===== src/rtl/trap_unit_if.sv =====
// Trap unit bus: commit-stage event inputs, CSR write port, interrupt lines,
// flush handshake and the architectural CSR images driven back by the unit.
// master = pipeline/CSR-file side, slave = the trap unit itself.
interface trap_unit_if #(
  parameter int XLEN          = 32,
  parameter int NUM_LOCAL_IRQ = 16
);
  logic [XLEN-1:0]             pc;
  logic                        commit_valid;
  logic                        exc_valid;
  logic [3:0]                  exc_code;
  logic [XLEN-1:0]             exc_tval;
  logic                        mret;
  logic                        irq_sw;
  logic                        irq_timer;
  logic                        irq_ext;
  logic [NUM_LOCAL_IRQ-1:0]    irq_local;
  logic [15+NUM_LOCAL_IRQ:0]   mie_mask;
  logic [XLEN-3:0]             mtvec_base;
  logic [1:0]                  mtvec_mode;
  logic                        csr_wr_en;
  logic [1:0]                  csr_wr_sel;
  logic [XLEN-1:0]             csr_wdata;
  logic                        trap_req;
  logic                        flush_ack;
  logic                        redirect_valid;
  logic [XLEN-1:0]             redirect_pc;
  logic                        mstatus_mie;
  logic                        mstatus_mpie;
  logic [1:0]                  mstatus_mpp;
  logic [XLEN-1:0]             mepc;
  logic [XLEN-1:0]             mcause;
  logic [XLEN-1:0]             mtval;
  logic [15+NUM_LOCAL_IRQ:0]   mip;

  modport master (
    output pc, commit_valid, exc_valid, exc_code, exc_tval, mret,
           irq_sw, irq_timer, irq_ext, irq_local, mie_mask, mtvec_base, mtvec_mode,
           csr_wr_en, csr_wr_sel, csr_wdata, flush_ack,
    input  trap_req, redirect_valid, redirect_pc, mstatus_mie, mstatus_mpie,
           mstatus_mpp, mepc, mcause, mtval, mip
  );

  modport slave (
    input  pc, commit_valid, exc_valid, exc_code, exc_tval, mret,
           irq_sw, irq_timer, irq_ext, irq_local, mie_mask, mtvec_base, mtvec_mode,
           csr_wr_en, csr_wr_sel, csr_wdata, flush_ack,
    output trap_req, redirect_valid, redirect_pc, mstatus_mie, mstatus_mpie,
           mstatus_mpp, mepc, mcause, mtval, mip
  );
endinterface


===== src/rtl/trap_unit.sv =====
// Machine-mode trap/MRET sequencer: latches a commit-stage event, flushes, then redirects fetch.
// Latency: event in cycle N -> trap_req from N+1; flush_ack at M -> redirect pulse + CSR update at M+1.
// Backpressure: trap_req held until flush_ack; new events wait in IDLE. Macro TRAP_UNIT_VECTORED_EN enables vectored interrupts.
module trap_unit #(
  parameter int XLEN          = 32,
  parameter int NUM_LOCAL_IRQ = 16
) (
  input logic        clk,
  input logic        rst,
  trap_unit_if.slave bus
);

  localparam int NIRQ = 16 + NUM_LOCAL_IRQ;

  typedef enum logic [1:0] {IDLE, REQ, REDIRECT} state_t;
  typedef enum logic [1:0] {KIND_EXC, KIND_IRQ, KIND_MRET} kind_t;

  state_t          state, next_state;
  kind_t           kind_q;
  logic [4:0]      cause_q;
  logic [XLEN-1:0] pc_q;
  logic [XLEN-1:0] tval_q;

  logic            mie_q, mpie_q;
  logic [XLEN-1:0] mepc_q, mcause_q, mtval_q, redirect_pc_q;
  logic [NIRQ-1:0] mip_q, mip_d;

  logic [NIRQ-1:0] pending;
  logic [4:0]      irq_cause;
  logic            irq_any, irq_take, event_take;
  logic            trap_req, redirect_valid;
  logic            vec_en;
  logic [XLEN-1:0] trap_base, trap_target;

  // Raw interrupt lines mapped onto their mip bit positions.
  always_comb begin
    mip_d = '0;
    mip_d[3]  = bus.irq_sw;
    mip_d[7]  = bus.irq_timer;
    mip_d[11] = bus.irq_ext;
    mip_d[NIRQ-1:16] = bus.irq_local;
  end

  // Pending register: sampled every cycle, no gating.
  always_ff @(posedge clk or posedge rst) begin
    if (rst) mip_q <= '0;
    else     mip_q <= mip_d;
  end

  assign pending = mip_q & bus.mie_mask;
  assign irq_any = pending[11] | pending[3] | pending[7] | (|pending[NIRQ-1:16]);

  // Only the architected bit positions can ever be set in mip.
  logic unused_pending;
  assign unused_pending = ^{pending[15:12], pending[10:8], pending[6:4], pending[2:0]};

  // Interrupt arbitration: later assignments win, so lowest priority is written first.
  always_comb begin
    irq_cause = '0;
    for (int i = 0; i < NUM_LOCAL_IRQ; i++) begin
      if (pending[16+i]) irq_cause = 5'(16 + i);
    end
    if (pending[7])  irq_cause = 5'd7;
    if (pending[3])  irq_cause = 5'd3;
    if (pending[11]) irq_cause = 5'd11;
  end

  assign irq_take   = bus.commit_valid && mie_q && irq_any;
  assign event_take = (state == IDLE) && (bus.exc_valid || irq_take || bus.mret);

  // State register.
  always_ff @(posedge clk or posedge rst) begin
    if (rst) state <= IDLE;
    else     state <= next_state;
  end

  // Next-state and handshake outputs.
  always_comb begin
    next_state     = state;
    trap_req       = 1'b0;
    redirect_valid = 1'b0;
    case (state)
      IDLE: begin
        if (bus.exc_valid || irq_take || bus.mret) next_state = REQ;
      end
      REQ: begin
        trap_req = 1'b1;
        if (bus.flush_ack) next_state = REDIRECT;
      end
      REDIRECT: begin
        redirect_valid = 1'b1;
        next_state     = IDLE;
      end
      default: next_state = IDLE;
    endcase
  end

  // Event capture: everything needed later is frozen here so input changes during REQ are harmless.
  always_ff @(posedge clk or posedge rst) begin
    if (rst) begin
      kind_q  <= KIND_EXC;
      cause_q <= '0;
      pc_q    <= '0;
      tval_q  <= '0;
    end else if (event_take) begin
      pc_q <= bus.pc;
      if (bus.exc_valid) begin
        kind_q  <= KIND_EXC;
        cause_q <= {1'b0, bus.exc_code};
        tval_q  <= bus.exc_tval;
      end else if (irq_take) begin
        kind_q  <= KIND_IRQ;
        cause_q <= irq_cause;
        tval_q  <= '0;
      end else begin
        kind_q  <= KIND_MRET;
        cause_q <= '0;
        tval_q  <= '0;
      end
    end
  end

  assign trap_base = {bus.mtvec_base, 2'b00};

`ifdef TRAP_UNIT_VECTORED_EN
  assign vec_en = (bus.mtvec_mode == 2'b01) && (kind_q == KIND_IRQ);
`else
  logic unused_mode;
  assign unused_mode = ^bus.mtvec_mode;
  assign vec_en      = 1'b0;
`endif

  assign trap_target = vec_en ? (trap_base + (XLEN'(cause_q) << 2)) : trap_base;

  // CSR state: committed on the REQ->REDIRECT edge, software writes accepted only while idle.
  always_ff @(posedge clk or posedge rst) begin
    if (rst) begin
      mie_q         <= 1'b0;
      mpie_q        <= 1'b0;
      mepc_q        <= '0;
      mcause_q      <= '0;
      mtval_q       <= '0;
      redirect_pc_q <= '0;
    end else if (state == REQ && bus.flush_ack) begin
      if (kind_q == KIND_MRET) begin
        mie_q         <= mpie_q;
        mpie_q        <= 1'b1;
        redirect_pc_q <= mepc_q;
      end else begin
        mepc_q        <= {pc_q[XLEN-1:2], 2'b00};
        mcause_q      <= {(kind_q == KIND_IRQ), {(XLEN-6){1'b0}}, cause_q};
        mtval_q       <= tval_q;
        mpie_q        <= mie_q;
        mie_q         <= 1'b0;
        redirect_pc_q <= trap_target;
      end
    end else if (state == IDLE && bus.csr_wr_en) begin
      case (bus.csr_wr_sel)
        2'd0: begin
          mie_q  <= bus.csr_wdata[3];
          mpie_q <= bus.csr_wdata[7];
        end
        2'd1:    mepc_q   <= {bus.csr_wdata[XLEN-1:2], 2'b00};
        2'd2:    mcause_q <= bus.csr_wdata;
        default: mtval_q  <= bus.csr_wdata;
      endcase
    end
  end

  assign bus.trap_req       = trap_req;
  assign bus.redirect_valid = redirect_valid;
  assign bus.redirect_pc    = redirect_pc_q;
  assign bus.mstatus_mie    = mie_q;
  assign bus.mstatus_mpie   = mpie_q;
  assign bus.mstatus_mpp    = 2'b11;
  assign bus.mepc           = mepc_q;
  assign bus.mcause         = mcause_q;
  assign bus.mtval          = mtval_q;
  assign bus.mip            = mip_q;

endmodule


===== src/flat_wrapper.sv =====
// flat-port wrapper written by rule: the top's interface ports become plain ports
module trap_unit_flat 
#(
  parameter int XLEN          = 32,
  parameter int NUM_LOCAL_IRQ = 16
)
  (clk, rst, bus_pc, bus_commit_valid, bus_exc_valid, bus_exc_code, bus_exc_tval, bus_mret, bus_irq_sw, bus_irq_timer, bus_irq_ext, bus_irq_local, bus_mie_mask, bus_mtvec_base, bus_mtvec_mode, bus_csr_wr_en, bus_csr_wr_sel, bus_csr_wdata, bus_flush_ack, bus_trap_req, bus_redirect_valid, bus_redirect_pc, bus_mstatus_mie, bus_mstatus_mpie, bus_mstatus_mpp, bus_mepc, bus_mcause, bus_mtval, bus_mip);
  trap_unit_if #(.XLEN(XLEN), .NUM_LOCAL_IRQ(NUM_LOCAL_IRQ)) bus_i ();
  input logic clk;
  input logic rst;
  input wire logic [$bits(bus_i.pc)-1:0] bus_pc;
  input wire logic [$bits(bus_i.commit_valid)-1:0] bus_commit_valid;
  input wire logic [$bits(bus_i.exc_valid)-1:0] bus_exc_valid;
  input wire logic [$bits(bus_i.exc_code)-1:0] bus_exc_code;
  input wire logic [$bits(bus_i.exc_tval)-1:0] bus_exc_tval;
  input wire logic [$bits(bus_i.mret)-1:0] bus_mret;
  input wire logic [$bits(bus_i.irq_sw)-1:0] bus_irq_sw;
  input wire logic [$bits(bus_i.irq_timer)-1:0] bus_irq_timer;
  input wire logic [$bits(bus_i.irq_ext)-1:0] bus_irq_ext;
  input wire logic [$bits(bus_i.irq_local)-1:0] bus_irq_local;
  input wire logic [$bits(bus_i.mie_mask)-1:0] bus_mie_mask;
  input wire logic [$bits(bus_i.mtvec_base)-1:0] bus_mtvec_base;
  input wire logic [$bits(bus_i.mtvec_mode)-1:0] bus_mtvec_mode;
  input wire logic [$bits(bus_i.csr_wr_en)-1:0] bus_csr_wr_en;
  input wire logic [$bits(bus_i.csr_wr_sel)-1:0] bus_csr_wr_sel;
  input wire logic [$bits(bus_i.csr_wdata)-1:0] bus_csr_wdata;
  input wire logic [$bits(bus_i.flush_ack)-1:0] bus_flush_ack;
  output wire logic [$bits(bus_i.trap_req)-1:0] bus_trap_req;
  output wire logic [$bits(bus_i.redirect_valid)-1:0] bus_redirect_valid;
  output wire logic [$bits(bus_i.redirect_pc)-1:0] bus_redirect_pc;
  output wire logic [$bits(bus_i.mstatus_mie)-1:0] bus_mstatus_mie;
  output wire logic [$bits(bus_i.mstatus_mpie)-1:0] bus_mstatus_mpie;
  output wire logic [$bits(bus_i.mstatus_mpp)-1:0] bus_mstatus_mpp;
  output wire logic [$bits(bus_i.mepc)-1:0] bus_mepc;
  output wire logic [$bits(bus_i.mcause)-1:0] bus_mcause;
  output wire logic [$bits(bus_i.mtval)-1:0] bus_mtval;
  output wire logic [$bits(bus_i.mip)-1:0] bus_mip;
  assign bus_i.pc = bus_pc;
  assign bus_i.commit_valid = bus_commit_valid;
  assign bus_i.exc_valid = bus_exc_valid;
  assign bus_i.exc_code = bus_exc_code;
  assign bus_i.exc_tval = bus_exc_tval;
  assign bus_i.mret = bus_mret;
  assign bus_i.irq_sw = bus_irq_sw;
  assign bus_i.irq_timer = bus_irq_timer;
  assign bus_i.irq_ext = bus_irq_ext;
  assign bus_i.irq_local = bus_irq_local;
  assign bus_i.mie_mask = bus_mie_mask;
  assign bus_i.mtvec_base = bus_mtvec_base;
  assign bus_i.mtvec_mode = bus_mtvec_mode;
  assign bus_i.csr_wr_en = bus_csr_wr_en;
  assign bus_i.csr_wr_sel = bus_csr_wr_sel;
  assign bus_i.csr_wdata = bus_csr_wdata;
  assign bus_i.flush_ack = bus_flush_ack;
  assign bus_trap_req = bus_i.trap_req;
  assign bus_redirect_valid = bus_i.redirect_valid;
  assign bus_redirect_pc = bus_i.redirect_pc;
  assign bus_mstatus_mie = bus_i.mstatus_mie;
  assign bus_mstatus_mpie = bus_i.mstatus_mpie;
  assign bus_mstatus_mpp = bus_i.mstatus_mpp;
  assign bus_mepc = bus_i.mepc;
  assign bus_mcause = bus_i.mcause;
  assign bus_mtval = bus_i.mtval;
  assign bus_mip = bus_i.mip;
  trap_unit #(.XLEN(XLEN), .NUM_LOCAL_IRQ(NUM_LOCAL_IRQ)) u_core (.clk(clk), .rst(rst), .bus(bus_i));
endmodule

===== config.mk =====
export PLATFORM = sky130hd
export DESIGN_NAME = trap_unit_flat
export DESIGN_NICKNAME = d
export VERILOG_FILES = /design/src/rtl/trap_unit_if.sv /design/src/rtl/trap_unit.sv /design/src/flat_wrapper.sv
export SDC_FILE = /design/constraint.sdc
export NUM_CORES = 1
export LEC_CHECK = 0
export BUFFER_PORTS_ARGS = -buffer_cell sky130_fd_sc_hd__buf_4
export CAP_MARGIN = 20
export CORE_ASPECT_RATIO = 1.4
export CORE_MARGIN = 5
export CORE_UTILIZATION = 49
export CTS_CLUSTER_DIAMETER = 80
export DETAILED_ROUTE_END_ITERATION = 10
export PLACE_DENSITY = 0.87
export SETUP_SLACK_MARGIN = 0.4
export SLEW_MARGIN = 20
export SYNTH_ARGS = -nofsm -noshare
export SYNTH_HDL_FRONTEND = slang
export SYNTH_SLANG_ARGS = --single-unit

===== constraint.sdc =====
create_clock -name clk -period 10.6 [get_ports clk]
set_input_delay 2.12 -clock clk [delete_from_list [all_inputs] [get_ports clk]]
set_output_delay 2.12 -clock clk [all_outputs]
set_load 0.03 [all_outputs]

==> metrics, run 1 <==
I/O pins 358; most frequent CP cell buf_4; Synth Area per Inst a little over 10 sq um; WS Path Type primary input to register; gpl congestion 0.848; Distinct cells, synth 46; Core Util, Final 66.9%; register area share after synthesis between 50% and 60%; total CTS buffers 21; maximum vdd drop roughly 0.00019 V; first-pass iteration count of the detailed router 5; setup TNS 0 ns; gr usage total 25.5%; outcome finished, final reports clean; Remaining DRCs 0; Syn. warnings 0; Simple-Gate Fraction of Synth Area between 10% and 20%; mux share of post-synthesis cell area under 10%; clk_lat worst skew around 0.49 ns; Seq cells post-synth approximately 220; Die Y-Extent 171 um; Placed Cells 1,411; Final nets 1,383; Post-CTS Resized 0; power consumption roughly 4000 uW; critical path startpoint category primary input; CP Max Fanout 67; final cell count without fillers approximately 1,400; Clock Tree Root clkbuf_16; Final Hold Vio Count 0; max frequency 0.189 GHz; Die ar. roughly 21,000 sq um; clock slew at reported path FFs ~0.06 ns; post-synthesis xor/xnor area fraction 0%; Worst EP required approximately 11 ns; adder-cell area share of the yosys netlist 0%; Worst-Margin Slew 0.958 ns; Mapped Cells roughly 900; CTS tree done; dpl hpwl roughly 20,000 um; n_diodes 0; PwrDens approximately 330 nW/um^2; # Max-Cap Violations 0; critical path arrival roughly 5.7 ns; initial antenna violation count 0; Main synth FF type dfrtp_1; share of cells above drive strength 1 about a third; leakage dissipation 0.00587 uW; Netlist Area Pre-Place about 9100 sq um; combinational family with the most area after synthesis compound AO/OA/AOI/OAI gates; Port Buffers ~320; largest net degree at the start of global routing 135; Post-synth EDFFs 0; highest-delay cell along the critical path inv_4; Synth Area in Compound Gates between 10% and 20%; number of global-route vias before repair about 8,400; Final setup viols 0; postcts setup bufs 0; max-slew violation count 0; Total Wirelength around 29,000 um; DRT iter0 DRCs between 600 and 700; Clock Path Buffers 3; Final ANT Viol Nets 0; ys async rst share 100%; routed vias/inst 5.54; Final Critical Period between 5 and 6 ns; fin crit share between 40 and 50%; slowest stage delay, CP roughly 0.73 ns; Overflow after GRT 0; Relative slew margins a little over a third; Die Wd 125 um; # rows just under 60; core area roughly 18,000 sq um; Worst setup EP type register; DR WL/cell ~20 um; CTS Sinks 216; initial core utilization between 40% and 50%; Setup Skew between 0.01 and 0.015 ns; Area Overhead vs Synth 35.7%; Worst Hold Class register to register; first-pass GRT wire length about 44,000 um; htree depth 1; worst-path cell chain buf_4 > nand2_2 > inv_4 > buf_4 > a21oi_1 > o22ai_4 > buf_4 > nor2_1 > a21oi_1; reg2reg setup slack approximately 6.3 ns; RSZ-0062 raised after global routing no; via count 8,032; hold buffers post-CTS 0
[final timing paths]
kind | cells after the start | to | startpoint
setup / recovery | 9 | u_core.bus.mtval[0] | bus_flush_ack
max in group asynchronous | 3 | u_core.pc_q[12] | rst
min in group asynchronous | 2 | u_core.tval_q[1] | rst
hold / removal | 1 | u_core.pc_q[30] | u_core.pc_q[30]
setup reg to reg | 9 | u_core.bus.mtval[0] | u_core.state[1]
hold reg to reg | 1 | u_core.pc_q[30] | u_core.pc_q[30]
[metrics by stage]
step / hold WS, ns / area [sq um] / worst slack (ns)
after floorplan: 0.451 / 9130 / 2.57
after global placement: 0.465 / 11500 / 4.91
after detailed placement: 0.468 / 11500 / 4.75
after CTS: 0.489 / 12300 / 5.26
after global routing: 0.495 / 12300 / 4.99
final: 0.485 / 12300 / 5.30
[layer usage]
metal	track usage, %	share of wire, %	routed length (um)	vias to the layer above
met2	45.8	52	14800	395
met4	10.8	4.0	1150	0
met5	0	0	0	-
met3	6.18	8.1	2310	76
met1	29.0	36	10300	3923
li1	-	-	-	3638
[kinds of logic (layout without fill, tap and decap cells)]
kind of cell           count (synthesis)  after routing
and+or+nand+nor                      269            269
AOI/OAI and AO/OA                    268            268
DFF                                  216            216
buffers and inverters                113            403
muxes                                 30             30
other                                  2             19
[layout make-up]
cell class / instances / area, sq um
fillers: 1398 / 6080
flip-flops and latches: 216 / 5410
multi-input cells: 586 / 3220
repair buffers: 330 / 2500
clock buffers: 24 / 547
well taps: 244 / 305
clock inverters: 13 / 174
inverters: 36 / 145
[state kept, by name, indices dropped and copies added (netlist names)]
register                 cells
u_core.pc_q                 30
u_core.kind_q                2
u_core.bus.mstatus_mpie      1
u_core.bus.mtval            32
u_core.bus.mcause           32
u_core.bus.redirect_pc      30
u_core.bus.mepc             30
u_core.tval_q               32
u_core.bus.mstatus_mie       1
u_core.bus.mip              19
u_core.state                 2
u_core.cause_q               5
[synth_stat cells, types with 5 or more instances]
| cell | number | area, sq um |
|---|---|---|
| dfrtp_1 | 216 | 5410 |
| nand3_1 | 35 | 175 |
| buf_1 | 11 | 41.3 |
| nor2_1 | 73 | 274 |
| o21ai_0 | 37 | 185 |
| nand2_1 | 116 | 435 |
| and2_1 | 32 | 200 |
| clkbuf_1 | 31 | 116 |
| a21oi_1 | 107 | 536 |
| inv_1 | 35 | 131 |
| a31oi_1 | 33 | 206 |
| mux2_1 | 25 | 282 |
| a22o_1 | 28 | 245 |
| o21ai_1 | 33 | 165 |
| buf_2 | 10 | 50.1 |
| mux2_2 | 5 | 56.3 |
| a22oi_1 | 9 | 67.6 |
| buf_4 | 25 | 188 |
[power by group]
part	internal, uW	total [uW]	leakage (uW)	switching (uW)
Clock	470	789	0.000353	319
Combinational	646	1810	0.00289	1170
Sequential	1180	1410	0.00262	234
Total	2300	4020	0.00587	1720
[placed cells by master, fill, tap and decap left out, types with 32 or more instances in the layout]
| master | count |
|---|---|
| a21oi_1 | 107 |
| a31oi_1 | 33 |
| and2_1 | 32 |
| buf_4 | 328 |
| dfrtp_1 | 216 |
| inv_1 | 34 |
| nand2_1 | 116 |
| nand3_1 | 35 |
| nor2_1 | 73 |
| o21ai_0 | 37 |
| o21ai_1 | 33 |
[critical path: cells and delay by family]
kind                   cells  cell delay, ns
and+or+nand+nor            2            0.55
buffers and inverters      4            2.00
AOI/OAI and AO/OA          3            0.95
No activity file was read; power rests on OpenSTA's default activity.
==> run 2: changes to the inputs <==
- CORE_UTILIZATION: 49 -> 44
- PLACE_DENSITY: 0.87 -> 0.83
- clock period: 10.6 -> 4.6 ns (I/O delays scaled with it)
==> run 2 against run 1 <==
Effect of this change: register-to-register slack got worse by 4.5 ns; first-iteration DRC count decreased by 24%; clock skew about the same; largest cell class unchanged; largest power group unchanged; highest routed layer unchanged.
==> metrics, run 2 (synthesis results as in run 1) <==
reg2reg setup slack about 1.8 ns; Worst Hold Class primary input to asynchronous set/reset pin; WS Path Type register to register; largest net degree at the start of global routing approximately 120; outcome finished, final reports clean; initial core utilization 44.4%; Total Wirelength ~28,000 um; Final nets around 1,400; first-pass GRT wire length between 40,000 and 50,000 um; critical path startpoint category register; power consumption roughly 9400 uW; fin crit share 61.7%; n_diodes 0; clk_lat worst skew roughly 0.5 ns; Final ANT Viol Nets 0; Pint approximately 5400 uW; share of cells above drive strength 1 around a third; switching share of power 42.1%; setup TNS 0 ns; Critical R2R Launch u_core.state[1]; Setup Skew between 0.01 and 0.015 ns; Worst-Margin Slew between 1 and 1.5 ns; crit path to u_core.bus.mtval[25]; critical path arrival 3.26 ns; total CTS buffers 22; htree depth 1; most common cell after layout, fill and taps aside buf_4; max-slew violation count 0; gpl congestion between 0.8 and 0.9; sequential share of power approximately 35%; clock slew at reported path FFs ~0.060 ns; Die Y-Extent 180 um; PwrDens 754 nW/um^2; commonest non-fill, non-tap cells in the layout buf_4 (331), dfrtp_1 (216), nand2_1 (116), a21oi_1 (107), nor2_1 (73); dpl hpwl ~20,000 um; maximum vdd drop around 0.00051 V; DRT iter0 DRCs approximately 500; core area 20,400 sq um; Worst Reg-to-Reg Cells 8; Clock Tree Root clkbuf_16; max frequency 0.352 GHz; clock share of power about a fifth; CP Max Fanout 69; leakage dissipation 0.00592 uW; RSZ-0062 raised after global routing no; initial antenna violation count 0; Critical Path Source u_core.state[1]; DR WL/cell 19.3 um; routed vias/inst ~5.4; first-pass iteration count of the detailed router 4; Die Wd between 100 and 150 um; Final Critical Period 2.84 ns; # Max-Cap Violations 0; Combinational Power Share 44.5%; Final setup viols 0; Remaining DRCs 0; Worst setup EP type register; CTS tree done; I/O pins 358; Clock Path Buffers 3; Relative slew margins a little under a third; RR Endpoint u_core.bus.mtval[25]; Port Buffers 321; number of global-route vias before repair 8,211; Overflow after GRT 0; Net Sw Power a little under 4000 uW; via count 7,914; Die ar. between 20,000 and 25,000 sq um; gr usage total between 20% and 30%; hold buffers post-CTS 0; Worst EP required ~5.0 ns; Final Hold Vio Count 0; CTS Sinks 216; # rows between 60 and 70; Area Overhead vs Synth 37.2%; postcts setup bufs 0; Post-CTS Resized 0
==> run 2: changes by cell type in the layout (fill, tap and decap cells not counted) <==
cell / before / now
buf_12: 0 / 2
buf_4: 328 / 331
buf_6: 1 / 0
clkbuf_1: 2 / 3
clkbuf_16: 21 / 23
clkbuf_8: 1 / 4
clkinv_2: 6 / 4
inv_8: 1 / 0
==> run 2: how the worst min path moves through the flow <==
stage,startpoint,end
2_1_floorplan,u_core.cause_q[4],u_core.cause_q[4]
3_3_place_gp,u_core.bus.mcause[2],u_core.bus.mcause[2]
3_5_place_dp,u_core.pc_q[29],u_core.pc_q[29]
4_1_cts,rst,u_core.bus.mcause[23]
5_1_grt,rst,u_core.bus.mcause[23]
6_report,rst,u_core.bus.mcause[23]
==> run 2: final cells by class <==
cell class	instances	area [sq um]
fill	1685	7960
sequential	216	5410
multi-input combinational	586	3220
timing repair buffer	334	2550
clock buffer	30	642
tap	256	320
clock inverter	10	156
inverter	36	141
==> run 2: critical path, cell delays in order, from the launching register on <==
cell     delay (ns)
dfrtp_1        0.44
and2b_1        0.28
nand2_2        0.09
inv_4          0.52
a21oi_1        0.16
o22ai_4        0.78
buf_12         0.28
nor2_1         0.06
a21oi_1        0.13
==> run 2: metal layers <==
metal	vias to the layer above	part of all wire, %	track usage [%]
met3	68	7.8	5.59
met1	3830	37	26.7
li1	3657	-	-
met2	359	52	40.8
met4	0	3.7	9.14
met5	-	0	0
==> run 2: per-stage QoR <==
stage	util, %	instance area [sq um]	instances	setup WS (ns)	hold WS (ns)
2_1_floorplan	-	9140	915	0.868	0.451
3_3_place_gp	56.9	11600	1427	1.55	0.463
3_5_place_dp	57.1	11600	1428	1.47	0.475
4_1_cts	61.0	12400	1468	1.72	0.279
5_1_grt	61.0	12400	1468	1.54	0.283
6_report	61.0	12400	1468	1.76	0.300
==> run 2: power groups by stage <==
stage / clock network [uW] / registers, uW / logic, uW
after floorplan: 0 / 4220 / 1600
after global placement: 0 / 3210 / 4090
after detailed placement: 0 / 3260 / 4210
after CTS: 1990 / 3240 / 4220
after global routing: 2070 / 3340 / 4500
final: 1960 / 3240 / 4180
==> run 3: changes to the inputs <==
- ABC_AREA: default -> 1
- CORE_UTILIZATION: 44 -> 49
- PLACE_DENSITY: 0.83 -> 0.87
- clock period: 4.6 -> 2.9 ns (I/O delays scaled with it)
==> run 3 against run 2 <==
Effect of this change: synthesized cell count increased by 16%; first-iteration DRC count increased by 54%; register-to-register slack got worse by 1.1 ns; highest routed layer unchanged; sequential power increased by 59%; clock skew decreased by 0.0024 ns; critical endpoint is now u_core.bus.mepc[21]; area after synthesis increased by 1.3%; routed wire length increased by 3.7%; die area decreased by 8.5%; design area decreased by 0.46%.
==> metrics, run 3 <==
Clock Path Buffers 3; Die ar. 21,600 sq um; Post-CTS Resized 0; Die Wd approximately 130 um; gr usage total roughly a quarter; number of global-route vias before repair 8,370; Total Wirelength around 29,000 um; top cells by area, synth dfrtp_1 (59%), nand2_1 (14%), nand3_1 (4.7%); WS Path Type register to register; fin crit share 77.1%; # rows 59; Overflow after GRT 0; RSZ-0062 raised after global routing no; core area between 15,000 and 20,000 sq um; Remaining DRCs 0; initial core utilization about half; htree depth 1; Pint just over 8000 uW; clk_lat worst skew roughly 0.49 ns; Distinct cells, synth 31; Post-synth EDFFs 0; FILL cells approximately 1,500; reg2reg setup slack 0.66 ns; Main synth FF type dfrtp_1; first-pass iteration count of the detailed router 7; most frequent cell after synthesis nand2_1; multi-input combinational cell area approximately 3200 sq um; leakage dissipation 0.00626 uW; switching share of power between 40% and 50%; register area share after synthesis about three fifths; Final nets 1,535; # Max-Cap Violations 0; dpl hpwl roughly 21,000 um; Final setup viols 0; post-synth top area share 58.9%; max-slew violation count 0; share of cells above drive strength 1 29.3%; critical path arrival ~2.6 ns; max frequency around 0.45 GHz; Die Y-Extent between 150 and 200 um; sequential share of power around 35%; commonest non-fill, non-tap cells in the layout nand2_1 (347), buf_4 (334), dfrtp_1 (216), nand3_1 (87), nor2_1 (75); Synth Area per Inst around 8.8 sq um; total CTS buffers 21; Final ANT Viol Nets 0; hold path depth 1; n_diodes 0; DR WL/cell between 15 and 20 um; maximum vdd drop approximately 0.00057 V; postcts setup bufs 0; Syn. warnings 0; Clock Tree Root clkbuf_16; leading area contributor after synthesis dfrtp_1; Final Hold Vio Count 0; Final Critical Period roughly 2.2 ns; most common cell after layout, fill and taps aside nand2_1; CTS tree done; CTS Sinks 216; first-pass GRT wire length 44,400 um; Relative slew margins between 40% and 50%; Combinational Power Share ~47%; PwrDens 1180 nW/um^2; DRT iter0 DRCs approximately 780; top cells by count, synth nand2_1 (347), dfrtp_1 (216), nand3_1 (87); FF+latch area 5410 sq um; routed vias/inst about 5.3; hold buffers post-CTS 0; Worst Hold Class primary input to register; Worst EP required 3.31 ns; Worst setup EP type register; initial antenna violation count 0; Net Sw Power 6430 uW; Worst-Margin Slew around 0.83 ns; Mapped Cells around 1,000; gpl congestion approximately 0.84; Seq cells post-synth 216; power consumption 14,600 uW; largest net degree at the start of global routing 97; Setup Skew ~0.0088 ns; Worst Reg-to-Reg Cells 8; Netlist Area Pre-Place 9180 sq um; via count 8,494; outcome finished, final reports clean; Port Buffers 321; Area Overhead vs Synth 34.8%; critical path startpoint category register; I/O pins around 360; CP Max Fanout 40; ys async rst share 100%; clock share of power 18.0%; clock slew at reported path FFs approximately 0.060 ns; Core Util, Final between 60% and 70%
## run 3: changes by cell type in the layout (fill, tap and decap cells not counted), sizes merged, moves of 5 or more
cell,before,now
buf,334,341
o21ai,70,75
a22oi,10,0
inv,35,50
o211ai,0,5
a21oi,108,7
mux2,30,0
a31oi,33,68
a22o,28,0
nand2,117,361
and2,32,0
nor2,73,79
nand3,35,89
## run 3: kinds of logic (layout without fill, tap and decap cells)
kind of cell | Yosys count | after routing | synth area share, %
buffers and inverters | 132 | 426 | 7.19
DFF | 216 | 216 | 58.9
AOI/OAI and AO/OA | 159 | 159 | 9.92
and+or+nand+nor | 533 | 533 | 24.0
other | 2 | 19 | 0.0818
## run 3: final cells by class
cell class	count	share of cell area, %
multi-input combinational	711	25.7
sequential	216	43.6
clock inverter	4	0.384
clock buffer	29	4.81
inverter	52	1.62
timing repair buffer	341	21.4
tap	244	2.47
## run 3: path summary, 6_finish.rpt
kind | start | to
setup / recovery | u_core.state[0] | u_core.bus.mepc[21]
hold / removal | bus_irq_ext | u_core.bus.mip[11]
setup reg to reg | u_core.state[0] | u_core.bus.mepc[21]
hold reg to reg | u_core.tval_q[14] | u_core.tval_q[14]
max in group asynchronous | rst | u_core.bus.mip[30]
min in group asynchronous | rst | u_core.bus.mepc[16]
## run 3: layer usage
layer / track usage (%) / wire [um] / up-vias
met3: 5.72 / 2510 / 76
met2: 46.1 / 15200 / 412
met5: 0 / 0 / -
met4: 10.1 / 1120 / 0
li1: - / - / 3954
met1: 30.3 / 10600 / 4052
## run 3: power by group through the flow
stage / Sequential [uW] / Combinational, uW / Clock (uW)
after floorplan: 6790 / 2590 / 0
after global placement: 5110 / 6610 / 0
after detailed placement: 5180 / 6800 / 0
after CTS: 5150 / 6830 / 2680
after global routing: 5310 / 7280 / 2770
final: 5160 / 6790 / 2630
## run 3: critical path, stage by stage (launching register included)
cell and delay (ns):
dfrtp_1 0.41, nor2_2 0.27, inv_1 0.15, nor2_1 0.28
nand3_1 0.15, nand2_2 0.38, buf_12 0.26, nor2_1 0.07
a31oi_1 0.14
## run 3: per-stage QoR
step / hold WS [ns] / TNS [ns] / instances / instance area, sq um / worst slack, ns
after global placement: 0.461 / 0 / 1564 / 11700 / 0.468
after floorplan: 0.449 / -106.30 / 1059 / 9250 / -0.492
after detailed placement: 0.465 / 0 / 1564 / 11700 / 0.423
final: 0.192 / 0 / 1597 / 12400 / 0.663
after CTS: 0.175 / 0 / 1597 / 12400 / 0.639
after global routing: 0.179 / 0 / 1597 / 12400 / 0.457
